`src/rtl/dmem_fill_if.sv`:
```
// Signal bundle between the data-cache miss-fill controller, the pipeline/cache
// and main memory. The master side is the fill controller.
interface dmem_fill_if;
    logic        miss_detected;
    logic [15:0] miss_address;
    logic        fsm_busy;
    logic        mem_enable;
    logic [15:0] memory_address;
    logic        memory_data_valid;
    logic [15:0] memory_data;
    logic        write_data_array;
    logic [15:0] data_word_addr;
    logic [15:0] cache_data;
    logic        write_tag_array;
    logic [15:0] tag_address;
    logic [15:0] miss_count;

    modport master (
        input  miss_detected, miss_address, memory_data_valid, memory_data,
        output fsm_busy, mem_enable, memory_address, write_data_array,
               data_word_addr, cache_data, write_tag_array, tag_address, miss_count
    );

    modport slave (
        output miss_detected, miss_address, memory_data_valid, memory_data,
        input  fsm_busy, mem_enable, memory_address, write_data_array,
               data_word_addr, cache_data, write_tag_array, tag_address, miss_count
    );
endinterface

```
`src/rtl/dmem_fill_fsm.sv`:
```
// Data-cache miss-fill controller: stalls the pipeline, streams one block from
// main memory into the data array, writes the tag, and counts fills.
module dmem_fill_fsm #(
    parameter int WORDS_PER_BLOCK = 8,
    parameter int CNT_W           = $clog2(WORDS_PER_BLOCK)
) (
    input  logic        clk,
    input  logic        rst_n,
    dmem_fill_if.master bus
);
    typedef enum logic [1:0] {IDLE, FILL, WAIT} state_t;

    localparam logic [CNT_W-1:0] LAST     = CNT_W'(WORDS_PER_BLOCK - 1);
    localparam logic [15:0]      BLK_MASK = ~16'(2 * WORDS_PER_BLOCK - 1);

    state_t           state;
    logic [CNT_W-1:0] issue_cnt;
    logic [CNT_W-1:0] recv_cnt;
    logic [15:0]      base;
    logic [15:0]      miss_cnt;
    logic             ret;
    logic             last_ret;
    logic [15:0]      issue_off;
    logic [15:0]      recv_off;

    // Returns only count while a fill is open; stale ones in IDLE are dropped.
    assign ret       = (state != IDLE) && bus.memory_data_valid;
    assign last_ret  = ret && (recv_cnt == LAST);
    assign issue_off = 16'({issue_cnt, 1'b0});
    assign recv_off  = 16'({recv_cnt, 1'b0});

    always_ff @(posedge clk or negedge rst_n) begin
        if (!rst_n) begin
            state     <= IDLE;
            issue_cnt <= '0;
            recv_cnt  <= '0;
            base      <= '0;
            miss_cnt  <= '0;
        end else begin
            case (state)
                IDLE: begin
                    if (bus.miss_detected) begin
                        base      <= bus.miss_address & BLK_MASK;
                        issue_cnt <= '0;
                        recv_cnt  <= '0;
                        state     <= FILL;
                        if (miss_cnt != 16'hFFFF) miss_cnt <= miss_cnt + 16'd1;
                    end
                end
                FILL, WAIT: begin
                    if (state == FILL) begin
                        issue_cnt <= issue_cnt + 1'b1;
                        if (issue_cnt == LAST) state <= WAIT;
                    end
                    if (ret) recv_cnt <= recv_cnt + 1'b1;
                    // Completion wins over FILL->WAIT when memory has zero gap.
                    if (last_ret) state <= IDLE;
                end
                default: state <= IDLE;
            endcase
        end
    end

    // Outputs are gated by reset so an asserted reset silences everything at once.
    always_comb begin
        bus.fsm_busy         = 1'b0;
        bus.mem_enable       = 1'b0;
        bus.memory_address   = '0;
        bus.write_data_array = 1'b0;
        bus.data_word_addr   = '0;
        bus.cache_data       = '0;
        bus.write_tag_array  = 1'b0;
        bus.tag_address      = '0;
        if (rst_n) begin
            if (state == IDLE) begin
                bus.fsm_busy = bus.miss_detected;
            end else begin
                bus.fsm_busy = 1'b1;
                if (state == FILL) begin
                    bus.mem_enable     = 1'b1;
                    bus.memory_address = base + issue_off;
                end
                if (ret) begin
                    bus.write_data_array = 1'b1;
                    bus.data_word_addr   = base + recv_off;
                    bus.cache_data       = bus.memory_data;
                end
                if (last_ret) begin
                    bus.write_tag_array = 1'b1;
                    bus.tag_address     = base;
                end
            end
        end
    end

    assign bus.miss_count = miss_cnt;
endmodule

```
`src/flat_wrapper.sv`:
```
// flat-port wrapper written by rule: the top's interface ports become plain ports
module dmem_fill_fsm_flat 
#(
    parameter int WORDS_PER_BLOCK = 8,
    parameter int CNT_W           = $clog2(WORDS_PER_BLOCK)
)
  (clk, rst_n, bus_miss_detected, bus_miss_address, bus_memory_data_valid, bus_memory_data, bus_fsm_busy, bus_mem_enable, bus_memory_address, bus_write_data_array, bus_data_word_addr, bus_cache_data, bus_write_tag_array, bus_tag_address, bus_miss_count);
  dmem_fill_if bus_i ();
  input  logic clk;
  input  logic rst_n;
  input wire logic [$bits(bus_i.miss_detected)-1:0] bus_miss_detected;
  input wire logic [$bits(bus_i.miss_address)-1:0] bus_miss_address;
  input wire logic [$bits(bus_i.memory_data_valid)-1:0] bus_memory_data_valid;
  input wire logic [$bits(bus_i.memory_data)-1:0] bus_memory_data;
  output wire logic [$bits(bus_i.fsm_busy)-1:0] bus_fsm_busy;
  output wire logic [$bits(bus_i.mem_enable)-1:0] bus_mem_enable;
  output wire logic [$bits(bus_i.memory_address)-1:0] bus_memory_address;
  output wire logic [$bits(bus_i.write_data_array)-1:0] bus_write_data_array;
  output wire logic [$bits(bus_i.data_word_addr)-1:0] bus_data_word_addr;
  output wire logic [$bits(bus_i.cache_data)-1:0] bus_cache_data;
  output wire logic [$bits(bus_i.write_tag_array)-1:0] bus_write_tag_array;
  output wire logic [$bits(bus_i.tag_address)-1:0] bus_tag_address;
  output wire logic [$bits(bus_i.miss_count)-1:0] bus_miss_count;
  assign bus_i.miss_detected = bus_miss_detected;
  assign bus_i.miss_address = bus_miss_address;
  assign bus_i.memory_data_valid = bus_memory_data_valid;
  assign bus_i.memory_data = bus_memory_data;
  assign bus_fsm_busy = bus_i.fsm_busy;
  assign bus_mem_enable = bus_i.mem_enable;
  assign bus_memory_address = bus_i.memory_address;
  assign bus_write_data_array = bus_i.write_data_array;
  assign bus_data_word_addr = bus_i.data_word_addr;
  assign bus_cache_data = bus_i.cache_data;
  assign bus_write_tag_array = bus_i.write_tag_array;
  assign bus_tag_address = bus_i.tag_address;
  assign bus_miss_count = bus_i.miss_count;
  dmem_fill_fsm #(.WORDS_PER_BLOCK(WORDS_PER_BLOCK), .CNT_W(CNT_W)) u_core (.clk(clk), .rst_n(rst_n), .bus(bus_i));
endmodule
```
`config.mk`:
```
export PLATFORM = sky130hd
export DESIGN_NAME = dmem_fill_fsm_flat
export DESIGN_NICKNAME = d
export VERILOG_FILES = /design/src/rtl/dmem_fill_if.sv /design/src/rtl/dmem_fill_fsm.sv /design/src/flat_wrapper.sv
export SDC_FILE = /design/constraint.sdc
export NUM_CORES = 1
export LEC_CHECK = 0
export BUFFER_PORTS_ARGS = -buffer_cell sky130_fd_sc_hd__buf_4
export CORE_MARGIN = 4
export CORE_UTILIZATION = 41
export CTS_CLUSTER_SIZE = 30
export DETAILED_ROUTE_END_ITERATION = 8
export GPL_TIMING_DRIVEN = 1
export PLACE_DENSITY_LB_ADDON = 0.2
export RECOVER_POWER = 100
export SLEW_MARGIN = 5
export SYNTH_ARGS = -nofsm -noshare
export SYNTH_HDL_FRONTEND = slang
export SYNTH_SLANG_ARGS = --single-unit
```
`constraint.sdc`:
```
create_clock -name clk -period 1.7 [get_ports clk]
set_clock_uncertainty 0.1 [all_clocks]
set_input_delay 0.085 -clock clk [delete_from_list [all_inputs] [get_ports clk]]
set_output_delay 0.085 -clock clk [all_outputs]
set_load 0.005 [all_outputs]
```
Word-level counts from Yosys, hierarchy flattened
Index checks and enable logic that the tools add are counted.
{"block": "word_totals", "in_bits": 36, "register_bits": 36, "elab_cells": 64, "output_inout_bits": 84}
{"block": "classes", "eq_ne": 10, "n_mux": 33, "n_reduce_logical": 11, "addsub": 5}
{"cell": "16-bit 2-to-1 mux", "count": 12}
{"cell": "16-bit by 4-bit adder with 16-bit output", "count": 2}
{"cell": "16-bit by 1-bit adder with 16-bit output, second input constant", "count": 1}
{"cell": "16-bit != test, second input constant", "count": 1}
{"cell": "3-bit one-hot mux with 2 select lines", "count": 2}
{"cell": "3-bit AND reduction", "count": 4}
{"cell": "1-bit 2-to-1 mux", "count": 11}
{"cell": "3-bit 2-to-1 mux", "count": 3}
{"cell": "2-bit 2-to-1 mux", "count": 4}
{"cell": "3-bit by 1-bit adder with 3-bit output, second input constant", "count": 2}
{"cell": "3-bit == test, second input constant", "count": 2}
{"cell": "3-bit by 1-bit != test with 1-bit output, second input constant", "count": 2}
{"cell": "2-bit by 1-bit != test with 1-bit output, second input constant", "count": 2}
{"cell": "2-bit one-hot mux with 2 select lines", "count": 1}
{"cell": "2-bit nonzero test", "count": 2}
{"cell": "2-bit by 1-bit == test with 1-bit output, second input constant", "count": 1}
{"cell": "2-bit == test, second input constant", "count": 1}
{"cell": "1-bit logical AND", "count": 2}
{"cell": "2-bit zero test", "count": 1}
{"cell": "2-bit != test, second input constant", "count": 1}
{"cell": "2-bit AND reduction", "count": 1}
{"cell": "2-bit OR reduction", "count": 1}

Depth between registers and ports, before layout
{"block": "logic_depth", "word_depth": 6, "mapped_depth": 7}

Worst setup path after synthesis
No wires, ideal clock.
{"block": "synth_timing", "path_type": "reg2reg", "from": "reg u_core.miss_cnt[0] (netlist: u_core.bus.miss_count[0])", "to": "reg u_core.miss_cnt[1] (netlist: u_core.bus.miss_count[1])", "arrival_ns": 1.515, "slack_ns": -0.042, "synth_period_minus_slack_ns": 1.742, "path_stages_with_launch": 6, "n_path_buf": 1, "setup_time_ns": 0.127, "path_cell_list": "dfrtp_1 -> ha_1 -> nand4_1 -> o41ai_4 -> buf_6 -> mux2_1"}
{"block": "synth_between", "elab_chain_cells": 2}
{"item": "from (decl)", "line": "dmem_fill_fsm.sv:20", "text": "logic [15:0] miss_cnt;"}
{"item": "from (signal assigned)", "line": "dmem_fill_fsm.sv:47", "text": "if (miss_cnt != 16'hFFFF) miss_cnt <= miss_cnt + 16'd1;"}
{"item": "branches (longest 2 deep; another with 16-bit by 1-bit adder with 16-bit output)"}
Several ways; the timed one is not identified.
A chain may end at the register's enable or synchronous reset.

Worst setup path in the final report
{"block": "layout_timing", "from": "reg u_core.state[1]", "to": "out bus_tag_address[7]"}
{"block": "layout_between", "elab_chain_cells": 6}
{"item": "from (decl)", "line": "dmem_fill_fsm.sv:16", "text": "state_t state;"}
{"item": "from (signal assigned)", "line": "dmem_fill_fsm.sv:34", "text": "state <= IDLE;"}
{"item": "from (signal assigned)", "line": "dmem_fill_fsm.sv:46", "text": "state <= FILL;"}
{"item": "from (signal assigned)", "line": "dmem_fill_fsm.sv:53", "text": "if (issue_cnt == LAST) state <= WAIT;"}
{"item": "2-bit nonzero test", "line": "dmem_fill_fsm.sv:27", "text": "assign ret = (state != IDLE) && bus.memory_data_valid;"}
{"item": "1-bit logical AND", "line": "dmem_fill_fsm.sv:27"}
{"item": "1-bit logical AND", "line": "dmem_fill_fsm.sv:28", "text": "assign last_ret = ret && (recv_cnt == LAST);"}
{"item": "16-bit 2-to-1 mux", "line": "dmem_fill_fsm.sv:88", "text": "if (last_ret) begin"}
{"item": "16-bit 2-to-1 mux *", "line": "dmem_fill_fsm.sv:75", "text": "if (state == IDLE) begin"}
{"item": "16-bit 2-to-1 mux *", "line": "dmem_fill_fsm.sv:74", "text": "if (rst_n) begin"}
{"item": "to (decl)", "line": "flat_wrapper.sv:22", "text": "output wire logic [$bits(bus_i.tag_address)-1:0] bus_tag_address;"}
Mark *: on every way between the ends. The rest lies on a longest branch, timed or not.

==> metrics.txt <==
Setup crit end kind output pin; pre-CTS setup slack -0.00478 ns; post-synthesis sequential area ratio 40.8%; Async SR Flop Fraction between 90% and 100%; status complete, but fails checks; Worst EP arrival around 1.7 ns; Final Cycle Share 113%; pwr dens ~1300 nW/µm²; share of cells above drive strength 1 between 50% and 60%; Sink Count 36; simple-gate share of the synthesized area a little under a third; Antenna Nets Post-Route 0; main combinational cell family by area after synthesis simple AND/OR/NAND/NOR gates; switching share of power between 30% and 40%; Post-Syn Instances around 230; Final nets roughly 440; synth-to-layout area growth 81.8%; first-pass iteration count of the detailed router 4; Horiz. Die Dim ~80 µm; Synth Area in XOR/XNOR 5.56%; Synth cell types 30; post-synthesis compound-gate area fraction under 10%; clock network fraction of total power between 10% and 20%; worst endpoint required time approximately 1.5 ns; reg2reg path depth 10; Fin Setup TNS -10.74 ns; Period minus WS final roughly 1.9 ns; Clock Pin Slew Worst Setup and Hold Paths 0.09 ns; Yosys warnings 0; ANT cells 0; mean post-synth cell area 9.55 µm²; antenna violations before repair 0; row count 26; P_leak approximately 2.2 nW; Max FO, Critical Path 6; Iteration-0 DRC Markers roughly 100; Port-buffer cells between 100 and 150; fin util between 70% and 80%; Final Setup Violations 83; post-DP HPWL 4.86 mm; Final Power roughly 0.005 W; hold depth 3; Slew @ Worst Pin between 0.5 and 0.6 ns; GR Util All Layers a little under a quarter; Slew HR between 60 and 70%; Final Cell Area 4010 µm²; gr ovfl total 0; CORE AREA a little over 5000 µm²; adder-cell share of the synthesized area 5.10%; Vias about 2400; multiplexer share of the synthesized area 7.60%; CTS H-tree lvls 2; Initial Utilization around 43%; clk root buf clkbuf_8; Fmax 519 MHz; RSZ-0062 raised after global routing true; largest net degree at the start of global routing 36; first-pass GRT wire length ~12 mm; CTS tree yes; VDD IR max roughly 740 µV; Placer Congestion between 0.8 and 0.9; io pins 120; Hold Path Class in -> reg; DRC Markers 0; kind of critical path reg -> out; WL final between 8 and 9 mm; Most used DFF post-synth dfrtp_1; die area between 6000 and 7000 µm²; critical path launch point type flip-flop; Slew Viols, Final 0; Area after DPL approximately 3300 µm²; mapped cell area 2210 µm²; sequential share of power 28.3%; number of global-route vias before repair between 2000 and 2500; Power Internal 0.00321 W; chip height 81.4 µm; Final Hold Fails 0; via density per instance between 5 and 6; Worst-Skew Late Latency about 0.3 ns; max cap viols 0; failing checks setup timing; switching power total 0.00193 W; number of synthesized flops with an enable pin 0; clock tree buffer depth 2; per-cell routed wire length 18.0 µm; final worst slack -0.227 ns; FF+latch count, synth 36; CTS Buf Count 5; combinational power share 56.8%
[sequential cells by signal, indices dropped and copies added (netlist names)]
register	flops
u_core.bus.miss_count	16
u_core.base	12
u_core.issue_cnt	3
u_core.recv_cnt	3
u_core.state	2
[cell type report]
type | count | area, µm²
multi-input combinational | 179 | 1490
timing repair buffer | 168 | 1410
fill | 331 | 1160
sequential | 36 | 901
tap | 70 | 87.6
clock buffer | 6 | 72.6
clock inverter | 2 | 35.0
inverter | 4 | 15.0
[what timing repair did]
item / in CTS / in global routing
buffers inserted: 4 / 6
endpoints found under the hold margin: 49 / 0
gates cloned: 4 / 1
hold buffers: 14 / 0
pin swaps: 4 / 22
setup endpoints to repair: 63 / 88
resized for setup: 49 / 48
[routing by layer]
layer / part of all wire [%] / GRT usage (%) / vias to the layer above
li1: - / - / 1123
met1: 38 / 26.8 / 1153
met2: 53 / 43.3 / 79
met3: 6.7 / 7.21 / 13
met4: 1.6 / 6.25 / 0
met5: 0 / 0 / -
[kinds of logic (layout without fill, tap and decap cells)]
| group | after synthesis | in the layout |
|---|---|---|
| buffers and inverters | 22 | 180 |
| AND/OR/NAND/NOR | 119 | 120 |
| multiplexers | 15 | 15 |
| flip-flops | 36 | 36 |
| AO/OA/AOI/OAI | 15 | 15 |
| other | 1 | 6 |
| adder cells (fa/ha/maj) | 9 | 9 |
| XOR/XNOR | 14 | 14 |
[path summary, 6_finish.rpt]
kind | start | end | slack (ns)
max in group asynchronous | rst_n | u_core.base[11] | 0.72
min in group asynchronous | rst_n | u_core.bus.miss_count[14] | 0.31
worst min register to register | u_core.issue_cnt[1] | u_core.issue_cnt[1] | 0.42
worst max-delay path | u_core.state[1] | bus_tag_address[7] | -0.23
worst min-delay path | bus_miss_detected | u_core.state[0] | 0.02
worst max register to register | u_core.state[0] | u_core.bus.miss_count[0] | -0.13
[synth_stat cells, drive strengths merged, types with 3 or more instances]
master  instances  area share (%)
o21ai           4            0.91
inv             4            0.68
a21oi           8             1.8
nor2           10             1.7
dfrtp          36              41
xor2           13             5.2
nor3            6             1.4
clkbuf          9             1.5
and2           16             4.5
mux2           14             7.1
ha              9             5.1
buf             9             3.0
nand4           4             1.7
nor4            3            0.85
and3           49              14
nand3           4            0.91
nand2          19             3.2
[per-stage QoR]
step | cells | hold WS [ns]
2_1_floorplan | 236 | -0.311
3_3_place_gp | 429 | 0.0186
3_5_place_dp | 429 | 0.0192
4_1_cts | 459 | 0.0216
5_1_grt | 465 | 0.0415
6_report | 465 | 0.0157
[worst max-delay path: stages, from the launching register on]
cell and delay, ns:
dfrtp_1 0.38, inv_2 0.07, ha_4 0.16, buf_6 0.12, nor2b_4 0.11, and3_4 0.24
buf_16 0.13, and2_4 0.15, buf_6 0.09
[cells in the final DEF (no fill, tap or decap), types with 2 or more instances in the layout]
master | synthesis | layout
a21oi_1 | 8 | 8
a311oi_1 | 2 | 2
and2_1 | 16 | 2
and2_4 | 0 | 15
and3_1 | 49 | 43
and3_4 | 0 | 6
buf_12 | 0 | 2
buf_4 | 6 | 111
buf_6 | 1 | 20
clkbuf_1 | 9 | 15
clkbuf_4 | 0 | 2
clkbuf_8 | 0 | 5
conb_1 | 1 | 6
dfrtp_1 | 36 | 36
dlygate4sd3_1 | 0 | 14
ha_1 | 9 | 5
ha_2 | 0 | 2
ha_4 | 0 | 2
inv_1 | 4 | 2
inv_2 | 0 | 2
mux2_2 | 13 | 3
mux2_4 | 0 | 11
nand2_1 | 19 | 17
nand2_2 | 0 | 2
nand3_1 | 4 | 4
nand3b_1 | 2 | 2
nand4_1 | 2 | 2
nand4_2 | 2 | 2
nor2_1 | 10 | 5
nor2_2 | 0 | 4
nor3_4 | 0 | 4
nor4_4 | 0 | 3
o21ai_0 | 4 | 3
xor2_1 | 13 | 13
[power by group through the flow]
stage / logic [W] / clock network, W / registers (W)
floorplan: 0.00110 / 0 / 0.00138
detailed placement: 0.00208 / 0 / 0.00141
CTS: 0.00249 / 0.000770 / 0.00141
global route: 0.00310 / 0.000804 / 0.00148
finish: 0.00292 / 0.000766 / 0.00145
global placement: 0.00202 / 0 / 0.00140
(Power assumes the default switching activity.)
